### config.mk
export PLATFORM = sky130hd
export DESIGN_NAME = unified_mem_arbiter
export DESIGN_NICKNAME = d
export VERILOG_FILES = /design/src/rtl/arb_pkg.sv /design/src/rtl/unified_mem_arbiter.sv
export SDC_FILE = /design/constraint.sdc
export NUM_CORES = 1
export LEC_CHECK = 0
export BUFFER_PORTS_ARGS = -buffer_cell sky130_fd_sc_hd__buf_2
export CAP_MARGIN = 20
export CORE_UTILIZATION = 40
export DETAILED_ROUTE_END_ITERATION = 16
export GPL_ROUTABILITY_DRIVEN = 0
export GPL_TIMING_DRIVEN = 0
export PLACE_DENSITY = 0.79
export SKIP_LAST_GASP = 1
export SYNTH_ARGS = -nofsm -noshare
export SYNTH_HDL_FRONTEND = slang
export SYNTH_SLANG_ARGS = --single-unit
export TNS_END_PERCENT = 10
### constraint.sdc
create_clock -name clk -period 2.12 [get_ports clk]
set_input_delay 0.106 -clock clk [delete_from_list [all_inputs] [get_ports clk]]
set_output_delay 0.106 -clock clk [all_outputs]
set_load 0.01 [all_outputs]
### src/rtl/arb_pkg.sv
// Shared types for the unified instruction/data memory arbiter.
// Holds the arbiter state encoding and the default fetch-starvation limit.
package arb_pkg;

    typedef enum logic [2:0] {
        ST_IDLE   = 3'd0,
        ST_BUSY_F = 3'd1,
        ST_BUSY_D = 3'd2,
        ST_RESP_F = 3'd3,
        ST_RESP_D = 3'd4
    } arb_state_e;

    localparam int unsigned STARVE_MAX_DEF = 3;

endpackage

### src/rtl/unified_mem_arbiter.sv
// Arbitrates one single-port memory between the fetch and data stages.
// Data normally wins; fetch is forced through after STARVE_MAX data grants.
module unified_mem_arbiter
    import arb_pkg::*;
#(
    parameter int unsigned STARVE_MAX = STARVE_MAX_DEF
) (
    input  logic        clk,
    input  logic        rst,
    input  logic        if_req,
    input  logic [31:0] if_addr,
    input  logic        if_flush,
    output logic [31:0] if_rdata,
    output logic        if_valid,
    output logic        if_stall,
    input  logic        mem_req,
    input  logic        mem_we,
    input  logic [31:0] mem_addr,
    input  logic [31:0] mem_wdata,
    output logic [31:0] mem_rdata,
    output logic        mem_done,
    output logic        mem_stall,
    output logic        m_req,
    output logic        m_we,
    output logic [31:0] m_addr,
    output logic [31:0] m_wdata,
    input  logic        m_ready,
    input  logic [31:0] m_rdata
);

    localparam logic [2:0] STARVE_MAX_L = 3'(STARVE_MAX);

    arb_state_e  state_q, state_d;
    logic [2:0]  starve_q, starve_d;
    logic        drop_q, drop_d;
    logic [31:0] if_rdata_q, if_rdata_d;
    logic [31:0] mem_rdata_q, mem_rdata_d;
    logic [31:0] m_addr_q, m_addr_d;
    logic [31:0] m_wdata_q, m_wdata_d;
    logic        m_we_q, m_we_d;
    logic        fetch_win;

    function automatic logic [2:0] sat_inc(input logic [2:0] v);
        return (v >= STARVE_MAX_L) ? v : v + 3'd1;
    endfunction

    always_ff @(posedge clk) begin
        if (rst) begin
            state_q     <= ST_IDLE;
            starve_q    <= 3'd0;
            drop_q      <= 1'b0;
            if_rdata_q  <= 32'd0;
            mem_rdata_q <= 32'd0;
            m_addr_q    <= 32'd0;
            m_wdata_q   <= 32'd0;
            m_we_q      <= 1'b0;
        end else begin
            state_q     <= state_d;
            starve_q    <= starve_d;
            drop_q      <= drop_d;
            if_rdata_q  <= if_rdata_d;
            mem_rdata_q <= mem_rdata_d;
            m_addr_q    <= m_addr_d;
            m_wdata_q   <= m_wdata_d;
            m_we_q      <= m_we_d;
        end
    end

    always_comb begin
        state_d     = state_q;
        starve_d    = starve_q;
        drop_d      = drop_q;
        if_rdata_d  = if_rdata_q;
        mem_rdata_d = mem_rdata_q;
        m_addr_d    = m_addr_q;
        m_wdata_d   = m_wdata_q;
        m_we_d      = m_we_q;
        fetch_win   = if_req && (!mem_req || (starve_q == STARVE_MAX_L));

        unique case (state_q)
            ST_IDLE: begin
                drop_d = 1'b0;
                if (fetch_win) begin
                    state_d  = ST_BUSY_F;
                    m_addr_d = if_addr;
                    m_we_d   = 1'b0;
                    starve_d = 3'd0;
                end else if (mem_req) begin
                    state_d   = ST_BUSY_D;
                    m_addr_d  = mem_addr;
                    m_wdata_d = mem_wdata;
                    m_we_d    = mem_we;
                    if (if_req) begin
                        starve_d = sat_inc(starve_q);
                    end
                end
            end
            ST_BUSY_F: begin
                // A redirect cannot abort the memory; the result is just discarded.
                if (if_flush) begin
                    drop_d = 1'b1;
                end
                if (m_ready) begin
                    if_rdata_d = m_rdata;
                    state_d    = ST_RESP_F;
                end
            end
            ST_BUSY_D: begin
                if (m_ready) begin
                    mem_rdata_d = m_rdata;
                    state_d     = ST_RESP_D;
                end
            end
            ST_RESP_F, ST_RESP_D: begin
                state_d = ST_IDLE;
                drop_d  = 1'b0;
            end
            default: begin
                state_d = ST_IDLE;
            end
        endcase
    end

    assign m_req     = (state_q == ST_BUSY_F) || (state_q == ST_BUSY_D);
    assign m_we      = (state_q == ST_BUSY_D) && m_we_q;
    assign m_addr    = m_addr_q;
    assign m_wdata   = m_wdata_q;
    assign if_rdata  = if_rdata_q;
    assign mem_rdata = mem_rdata_q;
    assign if_valid  = (state_q == ST_RESP_F) && !drop_q && !if_flush;
    assign mem_done  = (state_q == ST_RESP_D);
    assign if_stall  = if_req && !if_valid;
    assign mem_stall = mem_req && !mem_done;

endmodule

# Word level (Yosys, flattened, before mapping)
# Index checks and enable logic that the tools add are counted.
# op_classes
addsub	1
mul	0
div	0
n_lt_le_gt_ge	1
n_eq_ne	10
shifts	0
mux	15
bitwise_logic	1
reduce_logical	25
# op_table
op	count
two-way mux 32 bit	2
two-way mux 3 bit	8
== test 3 x 2 -> 1 bit, second input constant	3
case mux 3 bit (3 select lines)	1
!= test 2 bit, second input constant	4
AND reduction 2 bit	4
logical AND 1 bit	6
AND reduction 3 bit	2
nonzero test 2 bit	3
logical NOT 1 bit	5
AND reduction 4 bit	1
adder 3 x 1 -> 3 bit, second input constant	1
== test 3 x 1 -> 1 bit, second input constant	1
== test 3 bit, second input constant	1
>= comparator 3 x 2 -> 1 bit, second input constant	1
logical NOT 3 bit	1
two-way mux 1 bit	3
!= test 3 bit, second input constant	1
OR reduction 3 bit	1
logical OR 1 bit	2
case mux 1 bit (2 select lines)	1
NOT 1 bit	1
# totals
ff_bits	136
latch_bits	0
ramBits	0
romBits	0
inputBits	135
output_inout_bits	134
elab_cells	61
mem_count	0

# Logic depth before layout (Yosys ltp)
# depth
depth_word	5
mapped_depth	8
ltp_nobuf	6

# Least setup slack after synthesis
# No wires, ideal clock.
# synth_path
kind	flip-flop to flip-flop
from	register starve_q[0]
to	register m_addr_q[23], in the netlist m_addr[23]
setup_time_ps	88
arrival_time_ps	1591
required_ps	2032
slack_ps	441
path_stages_with_launch	9
path_buffers	2
period_less_slack_ps	1679
cell_sequence	dfxtp_1 -> ha_1 -> ha_1 -> nand2b_1 -> and2_1 -> buf_2 -> clkbuf_1 -> nand2_1 -> a311oi_2
# synth_via
elab_chain_len	5
elab_cells_between_ends	6
classes_between	eq/ne: 1; mux: 1; reduce/logical: 4
# synth_lines
item	line_no	rtl
start, declared	unified_mem_arbiter.sv:34	logic [2:0] starve_q, starve_d;
start signal, assigned	unified_mem_arbiter.sv:59	starve_q <= starve_d;
== test 3 x 2 -> 1 bit *	unified_mem_arbiter.sv:78	fetch_win = if_req && (!mem_req || (starve_q == STARVE_MAX_L));
logical OR 1 bit *	unified_mem_arbiter.sv:78	
logical AND 1 bit *	unified_mem_arbiter.sv:78	
nonzero test 2 bit (no line)	-	
AND reduction 2 bit (no line)	-	
end signal, assigned	unified_mem_arbiter.sv:63	m_addr_q <= m_addr_d;
end, declared	unified_mem_arbiter.sv:38	logic [31:0] m_addr_q, m_addr_d;
# Every way passes the cells marked *; elsewhere a longest branch is shown, timed or not.
# A chain may end at the register's enable or synchronous reset.

# Worst setup path in the final report
# layout_path
from	register starve_q[0]
to	register m_addr_q[0], in the netlist m_addr[0]
# Same word-level chain as after synthesis.

==> results.json <==
{
  "status": "complete, no violations",
  "antenna_found_initial": 0,
  "holdCritPathClass": "in2reg",
  "compound_gate_portion_of_the_synthesized_area_pct": 18.6,
  "synthesis.instances": 656,
  "post-synth-top-area-cell": "sky130_fd_sc_hd__dfxtp_1",
  "tritoncts.num_buffers": 17,
  "synth_top_family_by_area": "simple AND/OR/NAND/NOR gates",
  "die_area_um2": 13800,
  "dieWidth_um": 118,
  "critical_path_class": "reg2reg",
  "tritoncts": "done",
  "layout.cells.most_common": "sky130_fd_sc_hd__buf_2",
  "vias_post_dr": 6366,
  "leakagePower_nw": 3.99,
  "postSynthRegisterBits": 136,
  "final_antenna_net_count": 0,
  "cts_max_path_buffers": 2,
  "synthTopCellsByArea": "sky130_fd_sc_hd__dfxtp_1 (51%), sky130_fd_sc_hd__nand2_1 (18%), sky130_fd_sc_hd__a21oi_1 (9.4%)",
  "critical_path.max_stage_delay_ns": 0.58,
  "power-per-cell-area_nw_per_um2": 819,
  "num_rows": 41,
  "worstMarginPinSlew_ns": 0.715,
  "most-common-layout-cells": "sky130_fd_sc_hd__buf_2 (282), sky130_fd_sc_hd__nand2_1 (259), sky130_fd_sc_hd__dfxtp_1 (134)",
  "cts.sinks": 136,
  "synthAdderAreaFrac_pct": 0.468,
  "seq_area_frac_synth_pct": 51.0,
  "fin_worst_skew_ns": 0.00509,
  "drc": 0,
  "detailedPlacementHpwl_um": 12100,
  "mappedNetlistArea_um2": 5340,
  "num-fill-cells": 937,
  "n_diodes": 0,
  "synth-simple-area-share_pct": 24.8,
  "max_slew_margin_pct": 52.3,
  "post_drt_via_cell_ratio": 5.06,
  "io_buffer_count": 267,
  "average_wire_per_cell_in_the_routed_design_um": 16.0,
  "crit_required_ns": 2.42,
  "top_level_ports": 269,
  "first_pass_iters": 5,
  "drv_slew": 0,
  "synth.net_count": 793,
  "fin_crit_ns": 2.09,
  "synth_top_cell_area_share_pct": 51.0,
  "ys.warnings.count": 0,
  "synthToLayoutAreaGrowth_pct": 65.2,
  "synth_cell_types": 33,
  "largest_fanout_on_the_critical_path": 7,
  "timing.setup.tns_ns": 0,
  "clk_pin_slew_worst_paths_ns": 0.06,
  "routed_wirelength_um": 20100,
  "via_count_of_the_first_global_routing_pass": 6381,
  "synthXorXnorAreaFrac_pct": 0.164,
  "crit_arrival_ns": 2.40,
  "drt-initial-drc-count": 455,
  "htreeDepth": 4,
  "wire_length_of_the_first_global_routing_pass_um": 32100,
  "start_util_pct": 41.7,
  "rsz0062_at_grt": "yes",
  "clock.fmax_ghz": 0.477,
  "hold_violations": 0,
  "finalSetupViolations": 0,
  "globalRoute.totalOverflow": 0,
  "endpoint_kind": "flip-flop",
  "post_route_cells_drive_above_1_share_pct": 33.5,
  "core_um2": 12800,
  "timing.critical_path.cells": "ha_1 > ha_1 > nand2b_4 > and2_1 > clkbuf_4 > nand2_1 > a311oi_2 > dlygate4sd3_1",
  "die_height_um": 118,
  "irDropWorstVdd_v": 0.000457,
  "clock_latency_ns": 0.42,
  "cp_common_cell": "sky130_fd_sc_hd__ha_1",
  "synthesized_area_per_cell_um2": 8.14,
  "clk_root_buffer_cell": "sky130_fd_sc_hd__clkbuf_16",
  "groute.usage.overall_pct": 29.2,
  "cpMaxStageDelayCell": "sky130_fd_sc_hd__dlygate4sd3_1",
  "final_min_period_over_clock_period_pct": 98.8,
  "pin_count_of_the_biggest_net_entering_global_routing": 17,
  "count_of_nets_after_finishing": 1210,
  "synth_mux_area_share_pct": 0.211,
  "fin_total_pwr_mw": 7.23,
  "startpoint_type": "flip-flop",
  "timing.max_cap.violations": 0
}
[cell usage after synthesis]
cell type,count
sky130_fd_sc_hd__nand3_1,3
sky130_fd_sc_hd__a21oi_1,100
sky130_fd_sc_hd__ha_1,2
sky130_fd_sc_hd__or3b_2,1
sky130_fd_sc_hd__inv_1,1
sky130_fd_sc_hd__nand2b_4,1
sky130_fd_sc_hd__buf_2,16
sky130_fd_sc_hd__and2_1,3
sky130_fd_sc_hd__nor2_8,1
sky130_fd_sc_hd__nand2b_1,2
sky130_fd_sc_hd__xnor2_1,1
sky130_fd_sc_hd__a22oi_1,1
sky130_fd_sc_hd__nor3b_1,1
sky130_fd_sc_hd__a221oi_1,1
sky130_fd_sc_hd__a311oi_2,28
sky130_fd_sc_hd__a21boi_0,1
sky130_fd_sc_hd__buf_6,3
sky130_fd_sc_hd__o21ai_0,3
sky130_fd_sc_hd__nand2_1,260
sky130_fd_sc_hd__or3_4,1
sky130_fd_sc_hd__nor2_1,38
sky130_fd_sc_hd__nor4b_1,1
sky130_fd_sc_hd__nor3_1,2
sky130_fd_sc_hd__nor4_1,2
sky130_fd_sc_hd__nand3b_1,3
sky130_fd_sc_hd__dfxtp_1,136
sky130_fd_sc_hd__a311oi_1,4
sky130_fd_sc_hd__nor2b_1,3
sky130_fd_sc_hd__clkbuf_1,29
sky130_fd_sc_hd__mux2_2,1
sky130_fd_sc_hd__nor3b_2,1
sky130_fd_sc_hd__and3_1,2
sky130_fd_sc_hd__buf_4,4
[metrics by stage]
stage	setup WS [ns]	hold WS (ns)	area (um^2)	utilization (%)	cells
after floorplan	0.441	0.242	5340	-	656
after global placement	0.104	0.348	6890	53.8	1095
after detailed placement	0.119	0.353	6890	53.8	1095
after CTS	0.0437	0.000448	8790	68.5	1256
after global routing	-0.0438	0.0477	8830	68.8	1258
final	0.0252	0.0503	8830	68.8	1258
[logic make-up (layout without fill, tap and decap cells)]
group / after synthesis / after routing
mux: 1 / 1
simple gates: 325 / 325
xor+xnor: 1 / 1
fa+ha+maj: 2 / 2
flops: 136 / 136
buf+inv: 53 / 483
compound gates: 138 / 138
[report_power, final]
part           switching, mW  internal, mW  total (mW)  leakage [nW]
registers             0.0967          2.74        2.83          1.11
clock network           1.18          1.86        3.03         0.287
logic                  0.736         0.629        1.37          2.59
total                   2.01          5.23        7.23          3.99
[per-layer routing]
metal	wire length, um	up-vias	global-route usage [%]
li1	-	3007	-
met1	7540	2912	30.9
met2	9810	363	50.7
met3	1700	84	9.01
met4	1030	0	17.7
met5	0	-	0
[timing repair]
action,CTS,global route
endpoints found under the setup margin,0,32
gates resized for setup,0,10
setup buffers,0,2
endpoints found under the hold margin,130,0
hold buffers,129,0
[layout make-up]
type                       instances  area, um^2  share of cell area, %
tap                              172         215                   2.44
buffer                            52         258                   2.92
multi-input combinational        467        2380                   27.0
sequential                       136        2730                   30.9
clock buffer                      18         429                   4.86
timing repair buffer             398        2640                   29.9
inverter                           1        3.75                 0.0425
clock inverter                    14         175                   1.98
[registers in the layout (all words and copies together) (netlist names)]
register   flops
m_wdata       32
m_we_q         1
mem_rdata     32
m_addr        32
if_rdata      32
drop_q         1
state_q        3
starve_q       3
[critical path: cells and delay by family (launching register included)]
| kind | cells | cell delay, ns |
|---|---|---|
| buf+inv | 2 | 0.75 |
| simple gates | 3 | 0.41 |
| fa+ha+maj | 2 | 0.38 |
| flops | 1 | 0.33 |
| compound gates | 1 | 0.10 |
[final timing paths]
check / startpoint / endpoint / slack (ns) / cells past startpoint
setup / recovery: starve_q[0]$_SDFFE_PP0P_ / m_addr[0]$_SDFFE_PP0P_ / 0.03 / 8
hold / removal: m_ready / state_q[1]$_SDFFE_PP0P_ / 0.05 / 3
setup reg to reg: starve_q[0]$_SDFFE_PP0P_ / m_addr[0]$_SDFFE_PP0P_ / 0.03 / 8
hold reg to reg: m_wdata[31]$_SDFFE_PP0P_ / m_wdata[31]$_SDFFE_PP0P_ / 0.45 / 2
Note: power is estimated with default switching activity, not from simulation.
